$ cat src/rtl/mem64_copy_engine.sv
// Block copier for the 64x16 memory port: per word READ, RD_LAT WAIT cycles, WRITE.
// Every output is a flop loaded from the next-state decode, so nothing depends combinationally on an input.
module mem64_copy_engine #(
  parameter int RD_LAT = 1
) (
  input  logic        clk,
  input  logic        rst,
  input  logic        start,
  input  logic [5:0]  src,
  input  logic [5:0]  dst,
  input  logic [6:0]  len,
  input  logic        abort,
  output logic        busy,
  output logic        done,
  output logic        aborted,
  output logic [6:0]  count,
  output logic        mem_rd,
  output logic [5:0]  mem_raddr,
  output logic        mem_wr,
  output logic [5:0]  mem_waddr,
  output logic [15:0] mem_wdata,
  input  logic [15:0] mem_rdata
);

  typedef enum logic [2:0] {IDLE, READ, WAIT, WRITE, FIN} state_t;

  localparam int WCW = (RD_LAT > 1) ? $clog2(RD_LAT) : 1;
  localparam logic [WCW-1:0] WAIT_INIT = WCW'(RD_LAT - 1);

  state_t         state_q, state_d;
  logic [5:0]     sptr_q, sptr_d, dptr_q, dptr_d;
  logic [6:0]     len_q, len_d, count_q, count_d;
  logic [WCW-1:0] wait_q, wait_d;
  logic           busy_q, busy_d, done_q, done_d, aborted_q, aborted_d;
  logic           rd_q, rd_d, wr_q, wr_d;
  logic [5:0]     raddr_q, raddr_d, waddr_q, waddr_d;
  logic [15:0]    wdata_q, wdata_d;

  always_comb begin
    state_d   = state_q;
    sptr_d    = sptr_q;
    dptr_d    = dptr_q;
    len_d     = len_q;
    count_d   = count_q;
    wait_d    = wait_q;
    aborted_d = aborted_q;
    wdata_d   = wdata_q;

    case (state_q)
      IDLE: begin
        if (start) begin
          count_d   = '0;
          aborted_d = 1'b0;
          if (len != 7'd0) begin
            sptr_d  = src;
            dptr_d  = dst;
            len_d   = len;
            state_d = READ;
          end else begin
            state_d = FIN;
          end
        end
      end
      READ: begin
        if (abort) begin
          state_d   = FIN;
          aborted_d = 1'b1;
        end else begin
          state_d = WAIT;
          wait_d  = WAIT_INIT;
        end
      end
      WAIT: begin
        // an abort here drops the in-flight word before it reaches the data register
        if (abort) begin
          state_d   = FIN;
          aborted_d = 1'b1;
        end else if (wait_q == '0) begin
          state_d = WRITE;
          wdata_d = mem_rdata;
        end else begin
          wait_d = wait_q - WCW'(1);
        end
      end
      WRITE: begin
        count_d = count_q + 7'd1;
        sptr_d  = sptr_q + 6'd1;
        dptr_d  = dptr_q + 6'd1;
        if (abort || (count_d == len_q)) begin
          state_d   = FIN;
          aborted_d = abort;
        end else begin
          state_d = READ;
        end
      end
      FIN:     state_d = IDLE;
      default: state_d = IDLE;
    endcase

    busy_d  = (state_d == READ) || (state_d == WAIT) || (state_d == WRITE);
    done_d  = (state_d == FIN);
    rd_d    = (state_d == READ);
    wr_d    = (state_d == WRITE);
    raddr_d = rd_d ? sptr_d : raddr_q;
    waddr_d = wr_d ? dptr_d : waddr_q;
  end

  always_ff @(posedge clk or negedge rst) begin
    if (!rst) begin
      state_q   <= IDLE;
      sptr_q    <= '0;
      dptr_q    <= '0;
      len_q     <= '0;
      count_q   <= '0;
      wait_q    <= '0;
      busy_q    <= 1'b0;
      done_q    <= 1'b0;
      aborted_q <= 1'b0;
      rd_q      <= 1'b0;
      wr_q      <= 1'b0;
      raddr_q   <= '0;
      waddr_q   <= '0;
      wdata_q   <= '0;
    end else begin
      state_q   <= state_d;
      sptr_q    <= sptr_d;
      dptr_q    <= dptr_d;
      len_q     <= len_d;
      count_q   <= count_d;
      wait_q    <= wait_d;
      busy_q    <= busy_d;
      done_q    <= done_d;
      aborted_q <= aborted_d;
      rd_q      <= rd_d;
      wr_q      <= wr_d;
      raddr_q   <= raddr_d;
      waddr_q   <= waddr_d;
      wdata_q   <= wdata_d;
    end
  end

  assign busy      = busy_q;
  assign done      = done_q;
  assign aborted   = aborted_q;
  assign count     = count_q;
  assign mem_rd    = rd_q;
  assign mem_raddr = raddr_q;
  assign mem_wr    = wr_q;
  assign mem_waddr = waddr_q;
  assign mem_wdata = wdata_q;

endmodule
$ cat config.mk
export PLATFORM = sky130hd
export DESIGN_NAME = mem64_copy_engine
export DESIGN_NICKNAME = d
export VERILOG_FILES = /design/src/rtl/mem64_copy_engine.sv
export SDC_FILE = /design/constraint.sdc
export NUM_CORES = 1
export LEC_CHECK = 0
export ABC_AREA = 1
export ABC_CLOCK_PERIOD_IN_PS = 1700
export CAP_MARGIN = 20
export CORE_ASPECT_RATIO = 1.25
export CORE_UTILIZATION = 44
export CTS_CLUSTER_SIZE = 20
export DETAILED_ROUTE_END_ITERATION = 10
export PLACE_DENSITY = 0.85
export REMOVE_ABC_BUFFERS = 1
export SYNTH_ARGS = -nofsm -noshare
export SYNTH_HDL_FRONTEND = slang
export SYNTH_SLANG_ARGS = --single-unit
$ cat constraint.sdc
create_clock -name clk -period 1.7 [get_ports clk]
set_clock_uncertainty 0.05 [all_clocks]
set_input_delay 0.34 -clock clk [delete_from_list [all_inputs] [get_ports clk]]
set_output_delay 0.34 -clock clk [all_outputs]
set_load 0.01 [all_outputs]
After elaboration in Yosys (flattened, before gate mapping)
Index checks and enable logic that the tools add are counted.
{"block": "totals", "output_inout_bits": 40, "wordCells": 70, "register_bits": 63, "input_bits": 39}
{"block": "op_classes", "mux": 23, "eq_ne": 13, "n_addsub": 4, "reduce_logical": 14, "n_bitwise": 2}
{"op": "two-way mux 6 bit", "n": 4}
{"op": "one-hot mux 6 bit (2 select lines)", "n": 2}
{"op": "two-way mux 3 bit", "n": 6}
{"op": "one-hot mux 7 bit (2 select lines)", "n": 1}
{"op": "adder 6 x 1 -> 6 bit (second input constant)", "n": 2}
{"op": "== test 3 x 2 -> 1 bit (second input constant)", "n": 4}
{"op": "one-hot mux 3 bit (4 select lines)", "n": 1}
{"op": "AND reduction 3 bit", "n": 3}
{"op": "inequality test 2 bit (second input constant)", "n": 4}
{"op": "adder 7 x 1 -> 7 bit (second input constant)", "n": 1}
{"op": "== test 7 bit", "n": 1}
{"op": "two-way mux 7 bit", "n": 1}
{"op": "nonzero test 7 bit", "n": 1}
{"op": "== test 3 x 1 -> 1 bit (second input constant)", "n": 2}
{"op": "two-way mux 1 bit", "n": 6}
{"op": "AND reduction 4 bit", "n": 1}
{"op": "nonzero test 2 bit", "n": 2}
{"op": "== test 3 bit (second input constant)", "n": 1}
{"op": "logical NOT 3 bit", "n": 1}
{"op": "logical OR 1 bit", "n": 3}
{"op": "one-hot mux 1 bit (3 select lines)", "n": 1}
{"op": "nonzero test 3 bit", "n": 1}
{"op": "inequality test 2 x 1 -> 1 bit (second input constant)", "n": 1}
{"op": "NOT 1 bit", "n": 2}
{"op": "4 further kinds", "n": 4}

Longest topological paths before layout
Gate-level depths: netlist (run 1).
{"block": "logic_depth", "depth_word": 8, "depth_mapped": 15, "ltp_nobuf": 15}

Least setup slack after synthesis (run 1)
No wires, ideal clock.
{"block": "synth_timing", "kind": "flip-flop to flip-flop", "from": "register count_q[0] (netlist: count[0])", "to": "register raddr_q[0] (netlist: mem_raddr[0])", "path_buffers": 0, "slack_ps": -112, "required_time_ps": 1533, "path_stages_with_launch": 15, "setup_ps": 117, "synth_period_minus_slack_ps": 1812, "arrival_ps": 1645, "cell_sequence": "dfrtp_1 > ha_1 > nand2_2 > nor2_4 > nand2_1 > nand2_1 > nand3_1 > nand2_1 > nor2_1 > nand2_1 > nand3_2 > nand2_4 > nand2_4 > nand2_1 > nand2_1"}
{"block": "synth_via", "elab_chain_len": 6}
{"item": "from (decl)", "line_no": "32", "text": "logic [6:0] len_q, len_d, count_q, count_d;"}
{"item": "from (signal assigned)", "line_no": "129", "text": "count_q <= count_d;"}
{"item": "adder 7 x 1 -> 7 bit", "line_no": "86", "text": "count_d = count_q + 7'd1;"}
{"item": "== test 7 bit", "line_no": "89", "text": "if (abort || (count_d == len_q)) begin"}
{"item": "logical OR 1 bit", "line_no": "89"}
{"item": "two-way mux 3 bit", "line_no": "89"}
{"item": "one-hot mux 3 bit (4 select lines)", "line_no": "49", "text": "case (state_q)"}
{"item": "via state_d[0]", "line_no": "30", "text": "state_t state_q, state_d;"}
{"item": "== test 3 x 1 -> 1 bit", "line_no": "102", "text": "rd_d = (state_d == READ);"}
{"item": "to (signal assigned)", "line_no": "136", "text": "raddr_q <= raddr_d;"}
{"item": "to (decl)", "line_no": "36", "text": "logic [5:0] raddr_q, raddr_d, waddr_q, waddr_d;"}
The timed path passes the listed nets, and every way through them passes these cells.
A chain may end at the register's enable or synchronous reset.

Worst setup path after layout (run 1)
{"block": "layout_timing", "from": "register count_q[1] (netlist: count[1])", "to": "register raddr_q[2] (netlist: mem_raddr[2])"}
The elaborated chain is that of the path after synthesis.

==> results of run 1 <==
[layout by cell type (no fill, tap or decap), types with 2 or more instances in the layout]
cell type / instances
or2_2: 2
o22ai_1: 4
clkbuf_8: 11
nor2_1: 15
buf_4: 23
o221ai_2: 2
nand3_4: 2
inv_1: 27
nand3_1: 24
nor3_1: 2
nor2_2: 2
dfrtp_1: 61
inv_2: 3
buf_6: 2
o21ai_2: 2
dlygate4sd2_1: 5
nand2_4: 5
nor2_4: 2
nand2_2: 13
nand4_1: 6
a21oi_1: 11
nand3_2: 2
o211ai_1: 6
nand2_1: 135
o21ai_0: 20
ha_1: 2
dlymetal6s2s_1: 5
clkdlybuf4s50_1: 67
bufinv_16: 2
nand3b_1: 2
[tightest hold or removal path, delay by kind of cell]
family,cells,cell delay (ps)
compound gates,1,60
buf+inv,1,120
simple gates,1,60
[path summary, 6_finish.rpt]
| path | slack, ps | start | cells past startpoint | to |
|---|---|---|---|---|
| setup / recovery | -240 | count[1] | 13 | mem_raddr[2] |
| hold / removal | 240 | len[4] | 3 | len_q[4] |
| setup reg to reg | -240 | count[1] | 13 | mem_raddr[2] |
| hold reg to reg | 420 | mem_wdata[7] | 2 | mem_wdata[7] |
| max in group asynchronous | 830 | rst | 3 | count[2] |
| min in group asynchronous | 490 | rst | 3 | mem_raddr[5] |
[cell type report]
class / count / area [sq um]
repair buffers: 105 / 1007
inverters: 30 / 112.6
multi-input cells: 267 / 1386
well taps: 87 / 108.9
fillers: 540 / 2133
clock buffers: 12 / 155.1
flip-flops and latches: 62 / 1553
clock inverters: 3 / 67.56
[timing repair]
item                                    in CTS  in global routing
endpoints found under the setup margin      16                 19
resized for setup                           13                 31
hold buffers                                 1                  0
hold endpoints to repair                    62                  0
pin swaps                                    7                 21
setup buffers                                2                  3
[registers in the layout (all words and copies together), names as in the netlist]
name / flops
mem_wdata: 16
count: 7
len_q: 7
dptr_q: 6
mem_raddr: 6
mem_waddr: 6
sptr_q: 6
state_q: 3
aborted: 1
busy: 1
done: 1
mem_rd: 1
mem_wr: 1
[layer usage]
metal	vias up	track usage [%]
li1	1411	-
met3	14	9.657
met5	-	0
met2	113	41.22
met1	1375	25.65
met4	0	10.65
[through the flow]
step                      util (%)  setup WS (ps)  cells  power [W]  setup TNS [ps]
after floorplan                  -         -407.6    359   0.004240           -7588
after global placement       61.10         -282.1    545   0.005644           -5509
after detailed placement     61.10         -402.3    545   0.005766           -7120
after CTS                    65.40         -156.3    563   0.007295           -1300
after global routing         67.30         -333.2    566   0.008033           -3338
final                        67.30         -236.9    566   0.007479           -2184
[where the power goes]
part           internal, W  switching, W  total, W
clock network     0.000898      0.000561   0.00146
logic              0.00159       0.00189   0.00347
registers          0.00210      0.000446   0.00255
total              0.00459       0.00289   0.00748
[kinds of logic (layout without fill, tap and decap cells)]
kind of cell             Yosys count  after routing  share of synthesized area, %
AO/OA/AOI/OAI                     48             48                         9.275
XOR/XNOR                           1              1                        0.2952
adder cells (fa/ha/maj)            3              3                         1.265
buffers and inverters             38            150                         5.017
flip-flops                        62             62                         52.28
AND/OR/NAND/NOR                  215            215                         31.87
==> flow_summary.ini, run 1 <==
[power]
p_leak_nw = 2.142
powerDensity_mw_per_mm2 = 1703
peakVddDrop_uv = 994.2

[placed_design]
port_buffers = 78
placedInstanceArea_sq_mm = 0.003986
place_congestion = 0.8866
hpwlAfterDp_mm = 5.391

[drt]
dr_wl_met3_um = 679
routed.top_layer = met4
vias_per_cell = 5.147
drtPass1Iterations = 5
dr_wl_met2_mm = 4.138
wl_met1_mm = 3.006
drt-wirelength-per-cell_um = 14.05
ant_nets = 0
drtIter0Drc = 161
wl_mm = 7.952
vias = 2913
drc = 0

[floorplanning]
dieHeight_um = 93.83
die_w_um = 75.46
dieArea_sq_mm = 0.007080
pin_count = 79
start_util_pct = 45.49
core-area_sq_mm = 0.006524
rows = 33

[clocking]
clkTransAtPathRegs_ps = 60
cts.htree.levels = 3
clk_latency_ps = 340
cts_tree = done
cts_sinks = 62
cts-buffers-inserted = 9
cts_root_buffer = clkbuf_8
clk_path_buf_depth = 2

[yosys]
ys_seq_area_share_pct = 52.28
synth_area_per_cell_sq_um = 8.087
netlist_instances = 367
synth_most_common_cell = nand2_1
synth-edff-count = 0
async_flop_share_pct = 100.0
yosysWarnings = 0
synthTopCellsByCount = nand2_1, dfrtp_1, inv_1, nand3_1, o21ai_0
yosys-top-cells-area = dfrtp_1, nand2_1, nand3_1, inv_1, o21ai_0
synth_ff_type = dfrtp_1
yosys.area.top_type = dfrtp_1
synth.distinct_cells = 29
syn_area_sq_mm = 0.002968
synth_top_area_share_pct = 52.28
ys_ff_latch = 62

[timing]
rsz0062_at_grt = yes
period_share_pct = 113.9
drv_slew = 0
fmax_mhz = 516.3
min_period_ps = 1937
setup_ws_ps = -236.9
whs_ps = 238.1
slew_headroom_pct = 78.33
worst_slew_pin_slew_ps = 325.1
setup_viol = 12
hold_viol = 0

[setup_path]
crit_required_ps = 1880
crit_family = simple AND/OR/NAND/NOR gates
critPathSlowestCell = dfrtp_1
cp-start-kind = flop
endpoint_kind = flop
crit_arrival_ps = 2120
critPathMaxFanout = 8
max_stage_delay_ps = 410
cp_num_buf_inv = 1
path_class = flop to flop
crit_path_cell_trace = ha_4 -> nand2_4 -> nor2_4 -> buf_6 -> nand3_4 -> a21oi_2 -> nor2_2 -> nand2_1 -> nand3_2 -> nand2_4 -> nand2_8 -> nand2_2 -> nand2_1

[grt]
grt_max_degree = 63
grt-ovfl-total = 0
grt.total_usage_pct = 24.15
grt_pass1_vias = 2935
antenna_found_initial = 0
grt_pass1_wl_mm = 12.75

[run_status]
violations = setup timing
status = complete, but fails checks

[flow_run]
maxCapViolCount = 0

[layout]
nets = 517
area_growth_pct = 47.93
design_area_sq_mm = 0.004390
num_antenna_cells = 0
drive_gt1_share_pct = 17.12

[hold_path]
hp-class = input port to flop
Note: power is estimated with default switching activity, not from simulation.
==> run 2: changes to the inputs <==
--- a/config.mk
+++ b/config.mk
@@ -10,7 +10,6 @@
 export CAP_MARGIN = 20
 export CORE_ASPECT_RATIO = 1.25
 export CORE_UTILIZATION = 44
-export CTS_CLUSTER_SIZE = 20
 export DETAILED_ROUTE_END_ITERATION = 10
 export PLACE_DENSITY = 0.85
 export REMOVE_ABC_BUFFERS = 1
==> results of run 2 <==
The final DEF is identical to that of run 1; final timing and power are the same.
